### src/rtl/lsu_defs_pkg.sv
// lsu_defs: shared encodings for the LSU data port.
//   - access size codes (SZ_BYTE / SZ_HALF / SZ_WORD; 2'b11 is reserved)
//   - FSM state encoding for lsu_data_port
//   - lane geometry (MASK_WIDTH byte lanes of LANE_W bits)
package lsu_defs;

  localparam int MASK_WIDTH = 4;
  localparam int LANE_W     = 8;
  localparam int WORD_W     = MASK_WIDTH * LANE_W;

  localparam logic [1:0] SZ_BYTE = 2'b00;
  localparam logic [1:0] SZ_HALF = 2'b01;
  localparam logic [1:0] SZ_WORD = 2'b10;

  typedef enum logic [1:0] {
    ST_IDLE   = 2'd0,
    ST_ACCESS = 2'd1,
    ST_RESP   = 2'd2
  } lsu_state_e;

endpackage

### src/rtl/lsu_lane_align.sv
// lsu_lane_align: combinational byte-lane steering for a 32-bit data port.
//   size_i/addr_lo_i/unsigned_i : access descriptor (size code, byte offset, zero-extend)
//   wdata_i -> wdata_o           : right-aligned store data shifted into its lanes
//   rdata_i -> rdata_o           : cache word, lane extracted and sign/zero extended
//   mask_o                       : byte-lane enables, bit i = byte i
//   fault_o                      : misaligned half/word or reserved size
module lsu_lane_align
  import lsu_defs::*;
(
  input  logic [1:0]            size_i,
  input  logic [1:0]            addr_lo_i,
  input  logic                  unsigned_i,
  input  logic [WORD_W-1:0]     wdata_i,
  input  logic [WORD_W-1:0]     rdata_i,
  output logic [MASK_WIDTH-1:0] mask_o,
  output logic [WORD_W-1:0]     wdata_o,
  output logic [WORD_W-1:0]     rdata_o,
  output logic                  fault_o
);

  logic [7:0]  byte_sel;
  logic [15:0] half_sel;

  always_comb begin
    byte_sel = rdata_i[{addr_lo_i, 3'b000} +: 8];
    // Aligned halves only ever sit at offset 0 or 2.
    half_sel = addr_lo_i[1] ? rdata_i[31:16] : rdata_i[15:0];
    wdata_o  = wdata_i << {addr_lo_i, 3'b000};
    mask_o   = '0;
    rdata_o  = '0;
    fault_o  = 1'b0;
    case (size_i)
      SZ_BYTE: begin
        mask_o  = 4'b0001 << addr_lo_i;
        rdata_o = {{24{~unsigned_i & byte_sel[7]}}, byte_sel};
      end
      SZ_HALF: begin
        mask_o  = 4'b0011 << addr_lo_i;
        fault_o = addr_lo_i[0];
        rdata_o = {{16{~unsigned_i & half_sel[15]}}, half_sel};
      end
      SZ_WORD: begin
        mask_o  = 4'b1111;
        fault_o = |addr_lo_i;
        rdata_o = rdata_i;
      end
      default: fault_o = 1'b1;
    endcase
  end

endmodule

### src/rtl/lsu_data_port.sv
// lsu_data_port: pipeline-side initiator for the cached memory data port.
// Takes one load/store at a time, drives a held read/write enable with a
// word-aligned address, byte mask and lane-shifted data until the cache
// reports the matching done, then returns one response pulse.
//   clk, rst (sync, active-high)
//   req_*        : pipeline request (valid/ready handshake, ready only in IDLE)
//   resp_*       : one-cycle response with extended load data / fault flag
//   busy         : FSM not idle
//   proc_data_*  : cache data-port handshake, address, mask, data
//   stat_*       : load/store/wait counters, live only with LSU_STATS_EN
//                  defined, otherwise tied to 0
module lsu_data_port
  import lsu_defs::*;
#(
  parameter int ADDRESS_WIDTH = 32,
  parameter int DATA_WIDTH    = 32,
  parameter int STAT_WIDTH    = 32
) (
  input  logic                     clk,
  input  logic                     rst,
  input  logic                     req_valid,
  output logic                     req_ready,
  input  logic                     req_is_store,
  input  logic [1:0]               req_size,
  input  logic                     req_unsigned,
  input  logic [ADDRESS_WIDTH-1:0] req_addr,
  input  logic [DATA_WIDTH-1:0]    req_wdata,
  output logic                     resp_valid,
  output logic [DATA_WIDTH-1:0]    resp_rdata,
  output logic                     resp_fault,
  output logic                     busy,
  output logic                     proc_data_read_enable,
  output logic                     proc_data_write_enable,
  input  logic                     proc_data_read_done,
  input  logic                     proc_data_write_done,
  output logic [ADDRESS_WIDTH-1:0] proc_data_address,
  output logic [MASK_WIDTH-1:0]    proc_mask_vector,
  output logic [DATA_WIDTH-1:0]    proc_data_write,
  input  logic [DATA_WIDTH-1:0]    proc_data_read,
  output logic [STAT_WIDTH-1:0]    stat_loads,
  output logic [STAT_WIDTH-1:0]    stat_stores,
  output logic [STAT_WIDTH-1:0]    stat_wait_cycles
);

  lsu_state_e                 state_q;
  logic                       is_store_q, uns_q, rd_en_q, wr_en_q;
  logic                       resp_valid_q, fault_q;
  logic [1:0]                 size_q, lo_q;
  logic [ADDRESS_WIDTH-1:0]   addr_q;
  logic [MASK_WIDTH-1:0]      mask_q;
  logic [DATA_WIDTH-1:0]      wdata_q, rdata_q;

  // One aligner serves both directions: in IDLE it sees the incoming request
  // (mask, shift, fault); afterwards it sees the registered descriptor so the
  // load extract uses the captured offset/size.
  logic                       idle;
  logic [1:0]                 al_size, al_lo;
  logic                       al_uns, al_fault;
  logic [MASK_WIDTH-1:0]      al_mask;
  logic [DATA_WIDTH-1:0]      al_wdata, al_rdata;
  logic                       done_match;

  assign idle    = (state_q == ST_IDLE);
  assign al_size = idle ? req_size     : size_q;
  assign al_lo   = idle ? req_addr[1:0] : lo_q;
  assign al_uns  = idle ? req_unsigned : uns_q;

  lsu_lane_align u_align (
    .size_i     (al_size),
    .addr_lo_i  (al_lo),
    .unsigned_i (al_uns),
    .wdata_i    (req_wdata),
    .rdata_i    (proc_data_read),
    .mask_o     (al_mask),
    .wdata_o    (al_wdata),
    .rdata_o    (al_rdata),
    .fault_o    (al_fault)
  );

  // Only the done matching the operation counts; the other is ignored.
  assign done_match = is_store_q ? proc_data_write_done : proc_data_read_done;

  always_ff @(posedge clk) begin
    if (rst) begin
      state_q      <= ST_IDLE;
      is_store_q   <= 1'b0;
      uns_q        <= 1'b0;
      size_q       <= '0;
      lo_q         <= '0;
      addr_q       <= '0;
      mask_q       <= '0;
      wdata_q      <= '0;
      rdata_q      <= '0;
      rd_en_q      <= 1'b0;
      wr_en_q      <= 1'b0;
      resp_valid_q <= 1'b0;
      fault_q      <= 1'b0;
    end else begin
      case (state_q)
        ST_IDLE: if (req_valid) begin
          is_store_q <= req_is_store;
          uns_q      <= req_unsigned;
          size_q     <= req_size;
          lo_q       <= req_addr[1:0];
          addr_q     <= {req_addr[ADDRESS_WIDTH-1:2], 2'b00};
          mask_q     <= al_mask;
          wdata_q    <= al_wdata;
          if (al_fault) begin
            state_q      <= ST_RESP;
            resp_valid_q <= 1'b1;
            fault_q      <= 1'b1;
            rdata_q      <= '0;
          end else begin
            state_q <= ST_ACCESS;
            rd_en_q <= ~req_is_store;
            wr_en_q <= req_is_store;
          end
        end
        ST_ACCESS: if (done_match) begin
          state_q      <= ST_RESP;
          rd_en_q      <= 1'b0;
          wr_en_q      <= 1'b0;
          resp_valid_q <= 1'b1;
          rdata_q      <= is_store_q ? '0 : al_rdata;
        end
        ST_RESP: begin
          state_q      <= ST_IDLE;
          resp_valid_q <= 1'b0;
          fault_q      <= 1'b0;
          rdata_q      <= '0;
        end
        default: state_q <= ST_IDLE;
      endcase
    end
  end

  assign req_ready              = idle;
  assign busy                   = ~idle;
  assign resp_valid             = resp_valid_q;
  assign resp_rdata             = rdata_q;
  assign resp_fault             = fault_q;
  assign proc_data_read_enable  = rd_en_q;
  assign proc_data_write_enable = wr_en_q;
  assign proc_data_address      = addr_q;
  assign proc_mask_vector       = mask_q;
  assign proc_data_write        = wdata_q;

`ifdef LSU_STATS_EN
  logic [STAT_WIDTH-1:0] loads_q, stores_q, wait_q;

  // Saturating counters; a completed access is a RESP cycle without fault.
  always_ff @(posedge clk) begin
    if (rst) begin
      loads_q  <= '0;
      stores_q <= '0;
      wait_q   <= '0;
    end else begin
      if (state_q == ST_RESP && !fault_q) begin
        if (!is_store_q && loads_q != '1)  loads_q  <= loads_q + 1'b1;
        if (is_store_q  && stores_q != '1) stores_q <= stores_q + 1'b1;
      end
      if (state_q == ST_ACCESS && wait_q != '1) wait_q <= wait_q + 1'b1;
    end
  end

  assign stat_loads       = loads_q;
  assign stat_stores      = stores_q;
  assign stat_wait_cycles = wait_q;
`else
  assign stat_loads       = '0;
  assign stat_stores      = '0;
  assign stat_wait_cycles = '0;
`endif

endmodule

### config.mk
export PLATFORM = sky130hd
export DESIGN_NAME = lsu_data_port
export DESIGN_NICKNAME = d
export VERILOG_FILES = /design/src/rtl/lsu_defs_pkg.sv /design/src/rtl/lsu_lane_align.sv /design/src/rtl/lsu_data_port.sv
export SDC_FILE = /design/constraint.sdc
export NUM_CORES = 1
export LEC_CHECK = 0
export BUFFER_PORTS_ARGS = -buffer_cell sky130_fd_sc_hd__buf_4
export CAP_MARGIN = 20
export CORE_ASPECT_RATIO = 0.75
export CORE_UTILIZATION = 46
export DETAILED_ROUTE_END_ITERATION = 8
export GPL_ROUTABILITY_DRIVEN = 0
export PLACE_DENSITY = 0.77
export SLEW_MARGIN = 15
export SYNTH_ARGS = -nofsm -noshare
export SYNTH_HDL_FRONTEND = slang
export SYNTH_SLANG_ARGS = --single-unit
### constraint.sdc
create_clock -name clk -period 2.26 [get_ports clk]
set_clock_uncertainty 0.15 [all_clocks]
set_input_delay 0.226 -clock clk [delete_from_list [all_inputs] [get_ports clk]]
set_output_delay 0.226 -clock clk [all_outputs]
set_load 0.02 [all_outputs]
# Word-level counts from Yosys, hierarchy flattened
# Cells that the tools add are included.
[word_totals]
reg_bits = 110
word_cells = 70
[classes]
eq_ne = 8
shift = 4
muxes = 29
bitwise = 5
n_reduce_logical = 11
[op_table]
columns = ["cell", "n"]
rows = [
  ["$pmux W32 S3", 2],
  ["$mux W32", 4],
  ["$shiftx A32 B6 Y8", 1],
  ["$shl A32 B5 Y32", 1],
  ["$mux W16", 1],
  ["$pmux W4 S3", 1],
  ["$mux W1", 10],
  ["$mux W2", 5],
  ["$reduce_and A4 Y1", 2],
  ["$ne A2 B2 Y1 const B", 3],
  ["$pmux W1 S2", 3],
  ["$pmux W1 S3", 2],
  ["$eq A2 B1 Y1 const B", 2],
  ["$eq A2 B2 Y1 const B", 2],
  ["$logic_not A2 Y1", 2],
  ["$pmux W2 S2", 1],
  ["$reduce_and A2 Y1", 2],
  ["$reduce_bool A2 Y1", 2],
  ["$shl A1 B2 Y4 const A", 1],
  ["$shl A2 B2 Y4 const A", 1],
  ["$not A1 Y1", 3],
  ["$reduce_and A3 Y1", 1],
  ["$reduce_bool A3 Y1", 1],
  ["$and A1 B1 Y1", 2],
  ["other kinds (2)", 2],
]

# Longest topological paths before layout
[depth]
depth_word = 8
depth_mapped = 10
depth_no_buf = 6

# Cells and area by module
# Synthesis repeated with hierarchy kept, for this count alone.
[hier_totals]
cells_unflattened = 777
hier_area_um2 = 6641.4
[modules_own_cells]
columns = ["mod", "instances", "cells_per_inst", "area_each_um2"]
rows = [
  ["lsu_data_port", 1, 595, 5432.7],
  ["lsu_lane_align", 1, 182, 1208.7],
]

# Least setup slack after synthesis
# No wires, ideal clock.
[synth_path]
kind = "register -> register"
startpoint = "register state_q[0]"
endpoint = "register rdata_q[16], in the netlist resp_rdata[16]"
setup_time_ns = 0.122
arrival_time_ns = 1.788
required_ns = 1.988
path_slack_ns = 0.200
path_stages_with_launch = 10
path_buffers = 4
synth_period_minus_slack_ns = 2.060
path_cell_list = "dfxtp_1 > buf_6 > or2_0 > buf_6 > a21oi_4 > o211ai_2 > and4b_1 > buf_6 > buf_6 > a221o_1"
[synth_via]
elab_chain_cells = 8
word_cells_on_any_way = 25
classes_between = "eq/ne (7); shift (1); mux (9); bitwise (3); reduce/logical (5)"
[synth_rtl]
columns = ["item", "line_no", "text"]
rows = [
  ["start: declaration", "lsu_data_port.sv:45", "lsu_state_e state_q;"],
  ["start signal: assignment", "lsu_data_port.sv:85", "state_q <= ST_IDLE;"],
  ["start signal: assignment", "lsu_data_port.sv:109", "state_q <= ST_RESP;"],
  ["start signal: assignment", "lsu_data_port.sv:114", "state_q <= ST_ACCESS;"],
  ["$logic_not A2 Y1", "lsu_data_port.sv:63, lsu_data_port.sv:99", ""],
  ["$mux W2 or $mux W1 (tied branches)", "lsu_data_port.sv:65, lsu_data_port.sv:66", ""],
  ["$shiftx A32 B6 Y8, or another cell as far along", "lsu_lane_align.sv:25", "byte_sel = rdata_i[{addr_lo_i, 3'b000} +: 8];"],
  ["$and A1 B1 Y1, on equally long branches", "lsu_lane_align.sv:35, lsu_lane_align.sv:40", ""],
  ["$pmux W32 S3", "lsu_lane_align.sv:32", "case (size_i)"],
  ["$mux W32", "lsu_data_port.sv:124", "rdata_q <= is_store_q ? '0 : al_rdata;"],
  ["$mux W32", "lsu_data_port.sv:119", "ST_ACCESS: if (done_match) begin"],
  ["$pmux W32 S3", "lsu_data_port.sv:99", "case (state_q)"],
  ["end signal: assignment", "lsu_data_port.sv:124", ""],
  ["end: declaration", "lsu_data_port.sv:51", "logic [DATA_WIDTH-1:0] wdata_q, rdata_q;"],
]
# Several ways; a longest one is shown, not always the timed one. The select of a mux whose other input is x is not followed.
# A chain may end at the register's enable or synchronous reset.

# Final worst setup path
[layout_path]
startpoint = "register state_q[0]"
endpoint = "register rdata_q[6], in the netlist resp_rdata[6]"
[layout_via]
elab_chain_cells = 7
word_cells_on_any_way = 21
classes_between = "eq/ne (7); shift (1); mux (8); reduce/logical (5)"
[layout_rtl]
columns = ["item", "line_no"]
rows = [
  ["$logic_not A2 Y1", "lsu_data_port.sv:63, lsu_data_port.sv:99"],
  ["$mux W2, on equally long branches", "lsu_data_port.sv:65, lsu_data_port.sv:64"],
  ["$shiftx A32 B6 Y8, or another cell as far along", "lsu_lane_align.sv:25"],
  ["$pmux W32 S3", "lsu_lane_align.sv:32"],
  ["$mux W32", "lsu_data_port.sv:124"],
  ["$mux W32", "lsu_data_port.sv:119"],
  ["$pmux W32 S3", "lsu_data_port.sv:99"],
]
# Several ways; a longest one is shown, not always the timed one. The select of a mux whose other input is x is not followed.

==> out/qor.yml <==
critical-path-top-delay-family: "compound AO/OA/AOI/OAI gates"
normalized_max_slew_margin_pct: 48.7
unrepaired_setup_endpoints_after_global_routing: "false"
power.share.sequential_pct: 39.1
route.final.wire_length_um: 17600
drtAntennaViolNets: 0
synthDistinctLibCells: 68
clkSlewWorstSetupHoldPaths_ns: 0.08
cell_with_the_most_instances_after_synthesis: "sky130_fd_sc_hd__dfxtp_1"
postSynth.topFlopCell: "sky130_fd_sc_hd__dfxtp_1"
boundaryPins: 307
maximum_number_of_pins_on_one_net_before_global_route_repair: 78
placeableCoreArea_um2: 12400
vias_after_detailed_routing: 5769
run_status: "completed"
clkLatencyLatePin_ns: 0.35
layout-drive-gt1-share_pct: 30.9
report.power.total_uw: 5500
placed_cell_area_um2: 7370
p_leak_uw: 0.00374
core.rowCount: 35
detail_route.drc_violations: 0
grt_usage_pct: 26.3
path_cells: "or2_1 > buf_4 > a21oi_4 > o211ai_2 > and4b_1 > buf_12 > a221o_1"
peak_ir_drop_on_the_vdd_network_uv: 388
power_report.internal_total_uw: 3700
layout.cell_area.non_filler_um2: 8280
antenna_violations_before_repair: 0
path_class: "register to register"
power-per-cell-area_nw_per_um2: 664
wl_met3_um: 1370
die_x_um: 133
critPathMaxFanout: 26
cp.required_ns: 2.34
crit_path_end_kind: "register"
ctsLongestPathBuffers: 2
drt_first_iter_violations: 438
crit_path_top_delay_cell: "sky130_fd_sc_hd__a221o_1"
wl_met1_um: 7530
tritoncts_clock_tree: "yes"
clock_buffers_created_by_tritoncts: 9
worst_slew_pin_slew_ns: 0.769
fmax_mhz: 464
synthTopCellsByCount: "sky130_fd_sc_hd__dfxtp_1, sky130_fd_sc_hd__buf_4, sky130_fd_sc_hd__nand2_1, sky130_fd_sc_hd__a21oi_1, sky130_fd_sc_hd__nor2_1"
max_cap_viol_count: 0
critPathLaunchType: "register"
ctsHtreeMaxLevel: 3
route.met2.wl_um: 8300
route.top_layer_used: "met4"
final_min_period_over_clock_period_pct: 95.3
final.setup.tns_ns: 0
postSynthCellCount: 675
avgSynthCellArea_um2: 8.74
synth-seq-area-share_pct: 37.3
chipHeight_um: 100
starting_density_of_the_core_pct: 47.6
switchingPower_uw: 1800
cp_data_arrival_time_ns: 2.24
synthDominantAreaCellType: "sky130_fd_sc_hd__dfxtp_1"
post-route-min-period_ns: 2.15
layout-area-overhead-vs-synth_pct: 40.4
synthesis.area_um2: 5900
dieArea_um2: 13300
proportion_of_power_drawn_by_combinational_gates_pct: 31.0
placement.io_buffers: 208
drtPass1Iterations: 7
vias_per_cell: 5.24
netSwitchingFraction_pct: 32.7
place_hpwl_um: 12100
cp_slowest_stage_delay_ns: 0.37
grt_overflow_total: 0
postSynth.asyncResetShare_pct: 0
num_antenna_cells: 0
synth_top_cell_area_share_pct: 37.3
clock-sinks: 110
yosys_warnings: 0
route.detailed.wl_per_inst_um: 16.0
final_net_count: 1036
cells_taking_the_most_area_after_synthesis: "sky130_fd_sc_hd__dfxtp_1, sky130_fd_sc_hd__buf_4, sky130_fd_sc_hd__nand2_1"
synth-seq-cells: 110
timing_hold_violations_final: 0
critical_path.n_buffers_inverters: 2
power.share.clock_pct: 30.0
grt_pass1_vias: 5202
synth_enable_flop_cells: 0
holdCritPathClass: "input port to register"
wire_length_of_the_first_global_routing_pass_um: 27700
library_cell_used_as_clock_root_buffer: "sky130_fd_sc_hd__clkbuf_16"
timing.final.max_slew_violations: 0
setup_viol: 0
==> cell type report <==
type	instances	area (um^2)
sequential	110	2200
tap	166	208
clock buffer	10	239
timing repair buffer	295	2470
inverter	11	46.3
fill	996	4110
multi-input combinational	504	3040
clock inverter	6	76.3
==> state kept, by name, indices dropped and copies added, names as in the netlist <==
register and count:
is_store_q 1, lo_q 2, proc_data_address 30, proc_data_read_enable 1, proc_data_write 32, proc_data_write_enable 1, proc_mask_vector 4, resp_fault 1
resp_rdata 32, resp_valid 1, size_q 2, state_q 2, uns_q 1
==> power by group through the flow <==
stage          logic, uW  clock network, uW  registers, uW
6_report            1700               1650           2150
5_1_grt             1820               1770           2170
4_1_cts             1670               1690           2150
3_5_place_dp        1580                  0           2190
3_3_place_gp        1580                  0           2190
2_1_floorplan        976                  0           2330
==> cell usage in the layout, fill, tap and decap left out, types with 10 or more instances in the layout <==
| cell | Yosys | routed |
|---|---|---|
| sky130_fd_sc_hd__o21ai_1 | 9 | 10 |
| sky130_fd_sc_hd__conb_1 | 1 | 98 |
| sky130_fd_sc_hd__a21oi_1 | 52 | 52 |
| sky130_fd_sc_hd__a22oi_1 | 23 | 22 |
| sky130_fd_sc_hd__dfxtp_1 | 110 | 110 |
| sky130_fd_sc_hd__inv_1 | 10 | 10 |
| sky130_fd_sc_hd__mux2_2 | 13 | 13 |
| sky130_fd_sc_hd__dlygate4sd3_1 | 0 | 58 |
| sky130_fd_sc_hd__nand2_1 | 91 | 90 |
| sky130_fd_sc_hd__buf_4 | 102 | 228 |
| sky130_fd_sc_hd__nor2_1 | 36 | 36 |
| sky130_fd_sc_hd__mux2i_1 | 19 | 19 |
| sky130_fd_sc_hd__a221o_1 | 23 | 23 |
==> per-layer routing <==
| metal | up-vias | track usage, % |
|---|---|---|
| met3 | 39 | 6.31 |
| met5 | - | 0 |
| met4 | 0 | 9.73 |
| li1 | 2737 | - |
| met2 | 308 | 42.7 |
| met1 | 2685 | 34.1 |
==> logic make-up after synthesis <==
| logic type | count (synthesis) | share of synthesized area, % |
|---|---|---|
| DFF | 110 | 37.3 |
| and+or+nand+nor | 196 | 16.1 |
| xor gates and xnor gates | 1 | 0.149 |
| muxes | 35 | 6.28 |
| AOI/OAI and AO/OA | 174 | 22.4 |
| buffers and inverters | 158 | 17.7 |
| other | 1 | 0.0636 |
==> final timing paths <==
path,startpoint,endpoint,slack [ns],cells after the start
min,req_wdata[1],proc_data_write[1]$_SDFFE_PP0P_,0.02,3
max reg2reg,state_q[0]$_SDFFE_PP0P_,resp_rdata[6]$_SDFFE_PP0P_,0.11,7
max,state_q[0]$_SDFFE_PP0P_,resp_rdata[6]$_SDFFE_PP0P_,0.11,7
min reg2reg,proc_data_address[29]$_SDFFE_PP0P_,proc_data_address[29]$_SDFFE_PP0P_,0.31,2
==> through the flow <==
step	cells	setup WS (ns)	hold slack, ns	util [%]
after detailed placement	1028	0.100	0.297	59.4
final	1102	0.106	0.0167	66.8
after global placement	1028	0.147	0.293	59.4
after global routing	1102	0.0104	0.0116	66.8
after floorplan	772	0.200	0.212	-
after CTS	1102	0.0826	0.000887	66.7
==> tightest hold or removal path, delay by kind of cell <==
| kind | cells | cell delay (ns) |
|---|---|---|
| AOI/OAI and AO/OA | 1 | 0.06 |
| buffers and inverters | 1 | 0.11 |
| and+or+nand+nor | 1 | 0.08 |
==> repair_timing <==
| item | in CTS | in global routing |
|---|---|---|
| gates resized for setup | 0 | 5 |
| endpoints found under the hold margin | 58 | 0 |
| endpoints found under the setup margin | 0 | 30 |
| hold buffers | 58 | 0 |
| setup buffers | 0 | 0 |
(Power assumes the default switching activity.)
